## src/rtl/alu_seq_pkg.sv

```systemverilog
// Shared definitions for the ALU op sequencer: opcodes, condition-code bits,
// execution-condition encodings and FSM states.
package alu_seq_pkg;

  localparam logic [3:0] OP_ADD   = 4'd0;
  localparam logic [3:0] OP_SUB   = 4'd1;
  localparam logic [3:0] OP_DBL   = 4'd2;
  localparam logic [3:0] OP_HALF  = 4'd3;
  localparam logic [3:0] OP_PASSA = 4'd4;
  localparam logic [3:0] OP_PASSB = 4'd5;
  localparam logic [3:0] OP_MAX   = 4'd6;
  localparam logic [3:0] OP_MIN   = 4'd7;

  localparam int unsigned CC_ARITH = 0;
  localparam int unsigned CC_ZERO  = 1;
  localparam int unsigned CC_AGE   = 2;
  localparam int unsigned CC_BGT   = 3;

  localparam logic [1:0] COND_ALWAYS = 2'b00;
  localparam logic [1:0] COND_ZERO   = 2'b01;
  localparam logic [1:0] COND_AGE    = 2'b10;
  localparam logic [1:0] COND_BGT    = 2'b11;

  typedef enum logic [1:0] {
    ST_IDLE = 2'd0,
    ST_EXEC = 2'd1,
    ST_RET  = 2'd2
  } state_t;

  function automatic logic cond_met(input logic [1:0] cond, input logic [3:0] cc);
    logic met;
    unique case (cond)
      COND_ALWAYS: met = 1'b1;
      COND_ZERO:   met = cc[CC_ZERO];
      COND_AGE:    met = cc[CC_AGE];
      COND_BGT:    met = cc[CC_BGT];
      default:     met = 1'b1;
    endcase
    return met;
  endfunction

endpackage

```

## src/rtl/alu_seq_cmd_fifo.sv

```systemverilog
// Synchronous command FIFO for the ALU op sequencer (power-of-two depth,
// asynchronous active-high reset). Full blocks pushes even if a pop coincides.
module alu_seq_cmd_fifo
  import alu_seq_pkg::*;
#(
  parameter int unsigned WIDTH = 13,
  parameter int unsigned DEPTH = 4
) (
  input  logic             clk,
  input  logic             rst,
  input  logic             push,
  input  logic [WIDTH-1:0] wdata,
  input  logic             pop,
  output logic [WIDTH-1:0] rdata,
  output logic             full,
  output logic             empty
);

  localparam int unsigned PW = $clog2(DEPTH);
  localparam logic [PW:0] FULL_CNT = (PW+1)'(DEPTH);

  logic [WIDTH-1:0] mem_q [DEPTH];
  logic [WIDTH-1:0] mem_d [DEPTH];
  logic [PW-1:0]    wr_ptr_q, wr_ptr_d;
  logic [PW-1:0]    rd_ptr_q, rd_ptr_d;
  logic [PW:0]      count_q, count_d;
  logic             do_push, do_pop;

  assign full    = (count_q == FULL_CNT);
  assign empty   = (count_q == '0);
  assign do_push = push && !full;
  assign do_pop  = pop && !empty;
  assign rdata   = mem_q[rd_ptr_q];

  always_comb begin
    mem_d    = mem_q;
    wr_ptr_d = wr_ptr_q;
    rd_ptr_d = rd_ptr_q;
    count_d  = count_q;
    if (do_push) begin
      mem_d[wr_ptr_q] = wdata;
      wr_ptr_d        = wr_ptr_q + 1'b1;
    end
    if (do_pop) begin
      rd_ptr_d = rd_ptr_q + 1'b1;
    end
    if (do_push && !do_pop) begin
      count_d = count_q + 1'b1;
    end else if (!do_push && do_pop) begin
      count_d = count_q - 1'b1;
    end
  end

  always_ff @(posedge clk or posedge rst) begin
    if (rst) begin
      for (int unsigned i = 0; i < DEPTH; i++) begin
        mem_q[i] <= '0;
      end
      wr_ptr_q <= '0;
      rd_ptr_q <= '0;
      count_q  <= '0;
    end else begin
      mem_q    <= mem_d;
      wr_ptr_q <= wr_ptr_d;
      rd_ptr_q <= rd_ptr_d;
      count_q  <= count_d;
    end
  end

endmodule

```

## src/rtl/alu_op_sequencer.sv

```systemverilog
// Command-driven sequencer for the CCU ALU: FIFO-buffered reg-to-reg ops,
// register file, IDLE/EXEC/RET FSM. Define ALU_SEQ_COND_EN for conditional execution.
module alu_op_sequencer
  import alu_seq_pkg::*;
#(
  parameter int unsigned DATA_W    = 8,
  parameter int unsigned NREGS     = 8,
  parameter int unsigned ADDR_W    = 3,
  parameter int unsigned CMD_DEPTH = 4
) (
  input  logic              clk,
  input  logic              reset,
  input  logic              cmd_valid,
  output logic              cmd_ready,
  input  logic [3:0]        cmd_op,
  input  logic [ADDR_W-1:0] cmd_src_a,
  input  logic [ADDR_W-1:0] cmd_src_b,
  input  logic [ADDR_W-1:0] cmd_dst,
  input  logic [1:0]        cmd_cond,
  output logic [DATA_W-1:0] alu_a,
  output logic [DATA_W-1:0] alu_b,
  output logic [3:0]        alu_n,
  input  logic [DATA_W-1:0] alu_r,
  input  logic [3:0]        alu_cc,
  input  logic              alu_we,
  output logic              done,
  output logic              done_err,
  output logic              done_skip,
  output logic [DATA_W-1:0] result,
  output logic [3:0]        cc_q,
  input  logic [ADDR_W-1:0] dbg_addr,
  output logic [DATA_W-1:0] dbg_data
);

`ifdef ALU_SEQ_COND_EN
  localparam int unsigned ENTRY_W = 4 + 3*ADDR_W + 2;
`else
  localparam int unsigned ENTRY_W = 4 + 3*ADDR_W;
`endif

  logic [ENTRY_W-1:0] entry_in, head;
  logic               fifo_full, fifo_empty, pop;
  logic [3:0]         h_op;
  logic [ADDR_W-1:0]  h_sa, h_sb, h_dst;

  state_t             state_q, state_d;
  logic [DATA_W-1:0]  regs_q [NREGS];
  logic [DATA_W-1:0]  regs_d [NREGS];
  logic [DATA_W-1:0]  alu_a_q, alu_a_d, alu_b_q, alu_b_d;
  logic [3:0]         alu_n_q, alu_n_d;
  logic [DATA_W-1:0]  result_q, result_d;
  logic [3:0]         cc_sav_q, cc_sav_d;
  logic [ADDR_W-1:0]  dst_q, dst_d;
  logic               err_q, err_d;

`ifdef ALU_SEQ_COND_EN
  logic [1:0]         h_cond;
  logic               skip_q, skip_d;
  assign entry_in  = {cmd_op, cmd_src_a, cmd_src_b, cmd_dst, cmd_cond};
  assign h_cond    = head[1:0];
  assign done_skip = done && skip_q;
`else
  logic               unused_cond;
  assign entry_in    = {cmd_op, cmd_src_a, cmd_src_b, cmd_dst};
  assign unused_cond = ^cmd_cond;
  assign done_skip   = 1'b0;
`endif

  // Fields are anchored at the MSB so the optional cond bits sit below them.
  assign h_op  = head[ENTRY_W-1 -: 4];
  assign h_sa  = head[ENTRY_W-5 -: ADDR_W];
  assign h_sb  = head[ENTRY_W-5-ADDR_W -: ADDR_W];
  assign h_dst = head[ENTRY_W-5-2*ADDR_W -: ADDR_W];

  alu_seq_cmd_fifo #(
    .WIDTH (ENTRY_W),
    .DEPTH (CMD_DEPTH)
  ) u_cmd_fifo (
    .clk   (clk),
    .rst   (reset),
    .push  (cmd_valid),
    .wdata (entry_in),
    .pop   (pop),
    .rdata (head),
    .full  (fifo_full),
    .empty (fifo_empty)
  );

  assign cmd_ready = !fifo_full;
  assign alu_a     = alu_a_q;
  assign alu_b     = alu_b_q;
  assign alu_n     = alu_n_q;
  assign result    = result_q;
  assign cc_q      = cc_sav_q;
  assign dbg_data  = regs_q[dbg_addr];
  assign done      = (state_q == ST_RET);
  assign done_err  = done && err_q;

  always_comb begin
    state_d  = state_q;
    regs_d   = regs_q;
    alu_a_d  = alu_a_q;
    alu_b_d  = alu_b_q;
    alu_n_d  = alu_n_q;
    result_d = result_q;
    cc_sav_d = cc_sav_q;
    dst_d    = dst_q;
    err_d    = err_q;
`ifdef ALU_SEQ_COND_EN
    skip_d   = skip_q;
`endif
    pop      = 1'b0;
    unique case (state_q)
      ST_IDLE: begin
        if (!fifo_empty) begin
          pop   = 1'b1;
          dst_d = h_dst;
          err_d = 1'b0;
`ifdef ALU_SEQ_COND_EN
          skip_d = 1'b0;
`endif
          if (h_op[3]) begin
            err_d   = 1'b1;
            state_d = ST_RET;
          end
`ifdef ALU_SEQ_COND_EN
          else if (!cond_met(h_cond, cc_sav_q)) begin
            skip_d  = 1'b1;
            state_d = ST_RET;
          end
`endif
          else begin
            alu_a_d = regs_q[h_sa];
            alu_b_d = regs_q[h_sb];
            alu_n_d = h_op;
            state_d = ST_EXEC;
          end
        end
      end
      ST_EXEC: begin
        result_d = alu_r;
        cc_sav_d = alu_cc;
        if (alu_we) begin
          regs_d[dst_q] = alu_r;
        end
        state_d = ST_RET;
      end
      ST_RET: begin
        state_d = ST_IDLE;
      end
      default: begin
        state_d = ST_IDLE;
      end
    endcase
  end

  always_ff @(posedge clk or posedge reset) begin
    if (reset) begin
      state_q <= ST_IDLE;
      for (int unsigned i = 0; i < NREGS; i++) begin
        regs_q[i] <= '0;
      end
      alu_a_q  <= '0;
      alu_b_q  <= '0;
      alu_n_q  <= OP_PASSA;
      result_q <= '0;
      cc_sav_q <= '0;
      dst_q    <= '0;
      err_q    <= 1'b0;
`ifdef ALU_SEQ_COND_EN
      skip_q   <= 1'b0;
`endif
    end else begin
      state_q  <= state_d;
      regs_q   <= regs_d;
      alu_a_q  <= alu_a_d;
      alu_b_q  <= alu_b_d;
      alu_n_q  <= alu_n_d;
      result_q <= result_d;
      cc_sav_q <= cc_sav_d;
      dst_q    <= dst_d;
      err_q    <= err_d;
`ifdef ALU_SEQ_COND_EN
      skip_q   <= skip_d;
`endif
    end
  end

endmodule
```

## config.mk

```make
export PLATFORM = sky130hd
export DESIGN_NAME = alu_op_sequencer
export DESIGN_NICKNAME = d
export VERILOG_FILES = /design/src/rtl/alu_seq_pkg.sv /design/src/rtl/alu_seq_cmd_fifo.sv /design/src/rtl/alu_op_sequencer.sv
export SDC_FILE = /design/constraint.sdc
export NUM_CORES = 1
export LEC_CHECK = 0
export ABC_AREA = 1
export CAP_MARGIN = 20
export CORE_UTILIZATION = 40
export DETAILED_ROUTE_END_ITERATION = 10
export SLEW_MARGIN = 30
export SYNTH_ARGS = -nofsm -noshare
export SYNTH_HDL_FRONTEND = slang
export SYNTH_SLANG_ARGS = --single-unit
export TNS_END_PERCENT = 30
```

## constraint.sdc

```tcl
create_clock -name clk -period 6.85 [get_ports clk]
set_clock_uncertainty 0.15 [all_clocks]
set_input_delay 1.37 -clock clk [delete_from_list [all_inputs] [get_ports clk]]
set_output_delay 1.37 -clock clk [all_outputs]
set_load 0.01 [all_outputs]
```

==> impl_metrics.env <==
export IMPL_cts_setup_buffers=0
export IMPL_critPathLaunch="dbg_addr[0]"
export IMPL_fin_nets=1191
export IMPL_synthToLayoutAreaGrowth_pct=15.7
export IMPL_route_detailed_drc=0
export IMPL_drt_wl_total_mm=24.2
export IMPL_area_of_all_sequential_standard_cells_mm2=0.00401
export IMPL_antenna_violating_nets_post_route=0
export IMPL_status="finished, final reports clean"
export IMPL_clkLatencyLatePin_ps=440
export IMPL_ctsLongestPathBuffers=2
export IMPL_global_route_wire_length_before_repair_mm=39.2
export IMPL_die_width_um=148
export IMPL_worstRegToRegCells=9
export IMPL_slew_headroom_pct=48.1
export IMPL_setup_tns_final_ps=0
export IMPL_timing_reg2reg_setup_slack_ps=3720
export IMPL_criticalPathCategory="input pin to output port"
export IMPL_number_of_global_route_vias_before_repair=7095
export IMPL_antenna_diode_count=0
export IMPL_initial_utilization_pct=40.7
export IMPL_cts_tree="yes"
export IMPL_timing_hold_ws_ps=329
export IMPL_drive_gt1_share_pct=7.13
export IMPL_antenna_found_initial=0
export IMPL_cp_endpoint="dbg_data[5]"
export IMPL_via_per_inst=5.31
export IMPL_floorplan_die_area_mm2=0.0220
export IMPL_grt_start_max_net_pins=67
export IMPL_post_cts_resized=0
export IMPL_grtUsageTotal_pct=23.1
export IMPL_instances_no_fill=1439
export IMPL_timing_fmax_mhz=185
export IMPL_critical_path_required_ps=5330
export IMPL_rows=53
export IMPL_synth_seq_area_share_pct=46.8
export IMPL_drt_pass1_iterations=5
export IMPL_number_of_hold_repair_buffers_added_at_the_cts_stage=0
export IMPL_finalSetupViolCount=0
export IMPL_gp_congestion=0.858
export IMPL_multi_input_comb_area_mm2=0.00370
export IMPL_dpl_hpwl_mm=16.2
export IMPL_wire_per_inst_um=16.8
export IMPL_cap_viol_max_count=0
export IMPL_floorplan_io_pins=78
export IMPL_flops_latches_synth=160
export IMPL_timing_critical_path_arrival_ps=3890
export IMPL_fillerInstances=2079
export IMPL_clock_root_buffer="clkbuf_16"
export IMPL_dr_first_iter_drc_count=663
export IMPL_dieHeight_um=148
export IMPL_worst_r2r_endpoint="alu_a[4]"
export IMPL_io_buffer_count=73
export IMPL_rsz0062_at_grt="no"
export IMPL_synth_cell_types=33
export IMPL_clock_tree_htree_level_count=4
export IMPL_tritoncts_num_buffers=17
export IMPL_layout_worst_path_cycle_share_pct=79.0
export IMPL_syn_mean_instance_area_um2=7.63
export IMPL_globalRouteOverflowTotal=0
export IMPL_regToRegStartpoint="u_cmd_fifo.rd_ptr_q[1]"
export IMPL_clk_pin_slew_worst_paths_ps=70
export IMPL_power_density_mw_per_mm2=533
export IMPL_core_mm2=0.0210
export IMPL_yosys_warnings=0
export IMPL_vdd_ir_drop_max_uv=240
export IMPL_crit_fanout=33
export IMPL_numClockSinks=160
export IMPL_routed_via_count=7635
export IMPL_startpoint_type="input pin"
export IMPL_final_max_slew_violation_count=0
export IMPL_max_slew_worst_pin_slew_ps=777
export IMPL_final_period_minus_worst_setup_slack_ps=5410
export IMPL_worstSetupEndpointType="output port"
export IMPL_static_leakage_power_nw=4.60
export IMPL_syn_inst=1121
export IMPL_mappedNetlistArea_mm2=0.00856
export IMPL_min_path_type="flip-flop to flip-flop"
export IMPL_place_detailed_instances=1406
export IMPL_finalHoldViolations=0
==> cell type report <==
class,count,share of cell area (%)
clock buffer,17,4.30
timing repair buffer,82,8.19
tap,275,3.47
sequential,160,40.4
inverter,112,4.30
clock inverter,15,1.97
multi-input combinational,778,37.3
==> worst min-delay path by stage <==
stage	to	slack (ps)	cells past startpoint	from
3_3_place_gp	cc_q[2]	310	2	cc_q[2]
6_report	alu_a[7]	330	2	alu_a[7]
4_1_cts	alu_a[7]	330	2	alu_a[7]
2_1_floorplan	u_cmd_fifo.mem_q[10]	300	2	u_cmd_fifo.mem_q[10]
5_1_grt	cc_q[1]	360	2	cc_q[1]
3_5_place_dp	cc_q[1]	310	2	cc_q[1]
==> cell usage after synthesis <==
cell type  instances  area (µm²)
a21oi_1           34         170
a31oi_1           11        68.8
buf_1              5        18.8
buf_2             29         145
buf_4              9        67.6
buf_6             13         146
clkbuf_1          16        60.1
conb_1             1        3.75
dfrtp_1          159        3980
dfstp_2            1        26.3
fa_1               1        20.0
ha_1               5        62.6
inv_1            105         394
inv_2              7        26.3
mux2_2             1        11.3
nand2_1          281        1050
nand2_2           16         100
nand2_4            2        22.5
nand3_1          184         921
nand3_2            2        20.0
nand4_2            1        12.5
nor2_1            43         161
nor2_4             7        78.8
nor3_1             1        5.00
nor3_2             1        10.0
nor3_4             1        16.3
o21ai_0          166         831
o21ai_1            9        45.0
o21ai_2            2        17.5
o22ai_1            3        18.8
o31ai_1            1        7.51
xnor2_1            2        17.5
xor2_1             2        17.5
==> metrics by stage <==
step           power (mW)  instance area, µm²  util (%)  setup slack, ps
2_1_floorplan        3.54                8560         -             1010
3_3_place_gp         4.21                9260      44.1             1520
3_5_place_dp         4.26                9260      44.1             1540
4_1_cts              5.28                9880      47.0             1460
5_1_grt              5.70                9900      47.1             1260
6_report             5.28                9900      47.1             1440
==> power breakdown <==
part           switching (mW)  internal [mW]
sequential              0.222           1.38
combinational            1.77          0.901
clock                   0.451          0.556
total                    2.45           2.83
==> layer usage <==
| layer | track usage (%) | wire (µm) | vias up |
|---|---|---|---|
| met5 | 0 | 0 | - |
| met2 | 37.6 | 11500 | 261 |
| li1 | - | - | 3703 |
| met4 | 8.76 | 633 | 0 |
| met1 | 30.9 | 10700 | 3630 |
| met3 | 3.87 | 1280 | 41 |
==> flip-flops by register name (all words and copies together), names as in the netlist <==
register,flops
u_cmd_fifo.count_q,3
u_cmd_fifo.rd_ptr_q,2
alu_a,8
dst_q,3
cc_q,4
u_cmd_fifo.mem_q,52
u_cmd_fifo.wr_ptr_q,2
result,8
state_q,2
alu_b,8
err_q,1
regs_q,64
alu_n,3
==> critical path: stages <==
cell and delay (ps):
clkdlybuf4s50_1 460, buf_4 280, inv_1 410, a21oi_1 290, o21ai_0 140, nand2_1 110
nor2_1 40, a31oi_1 210, clkdlybuf4s50_1 590
==> cell usage in the layout (no fill, tap or decap) <==
cell,instances
o22ai_1,3
bufinv_16,2
nor3_4,1
nand3_1,184
inv_1,104
a31oi_1,11
dfrtp_1,159
nand3_2,2
mux2_2,1
clkinv_8,2
buf_12,1
dfstp_2,1
clkbuf_16,17
fa_1,1
conb_1,2
xor2_1,2
inv_2,7
clkinvlp_4,5
nor2_1,43
nor2_4,7
clkdlybuf4s50_1,73
ha_1,5
nand4_2,1
o31ai_1,1
o21ai_1,9
nand2_4,2
nand2_2,16
a21oi_1,34
nand2_1,281
o21ai_2,2
inv_6,2
inv_8,5
nor3_1,1
buf_4,8
nor3_2,1
xnor2_1,2
o21ai_0,166
==> kinds of logic (layout without fill, tap and decap cells) <==
| logic type | Yosys count | count (layout) | share of synthesized area (%) |
|---|---|---|---|
| mux | 1 | 1 | 0.132 |
| flops | 160 | 160 | 46.8 |
| fa+ha+maj | 6 | 6 | 0.965 |
| buf+inv | 184 | 226 | 10.0 |
| xor+xnor | 4 | 4 | 0.409 |
| other cells | 1 | 2 | 0.0438 |
| simple gates | 539 | 539 | 28.1 |
| compound gates | 226 | 226 | 13.5 |
No activity file was read; power rests on OpenSTA's default activity.
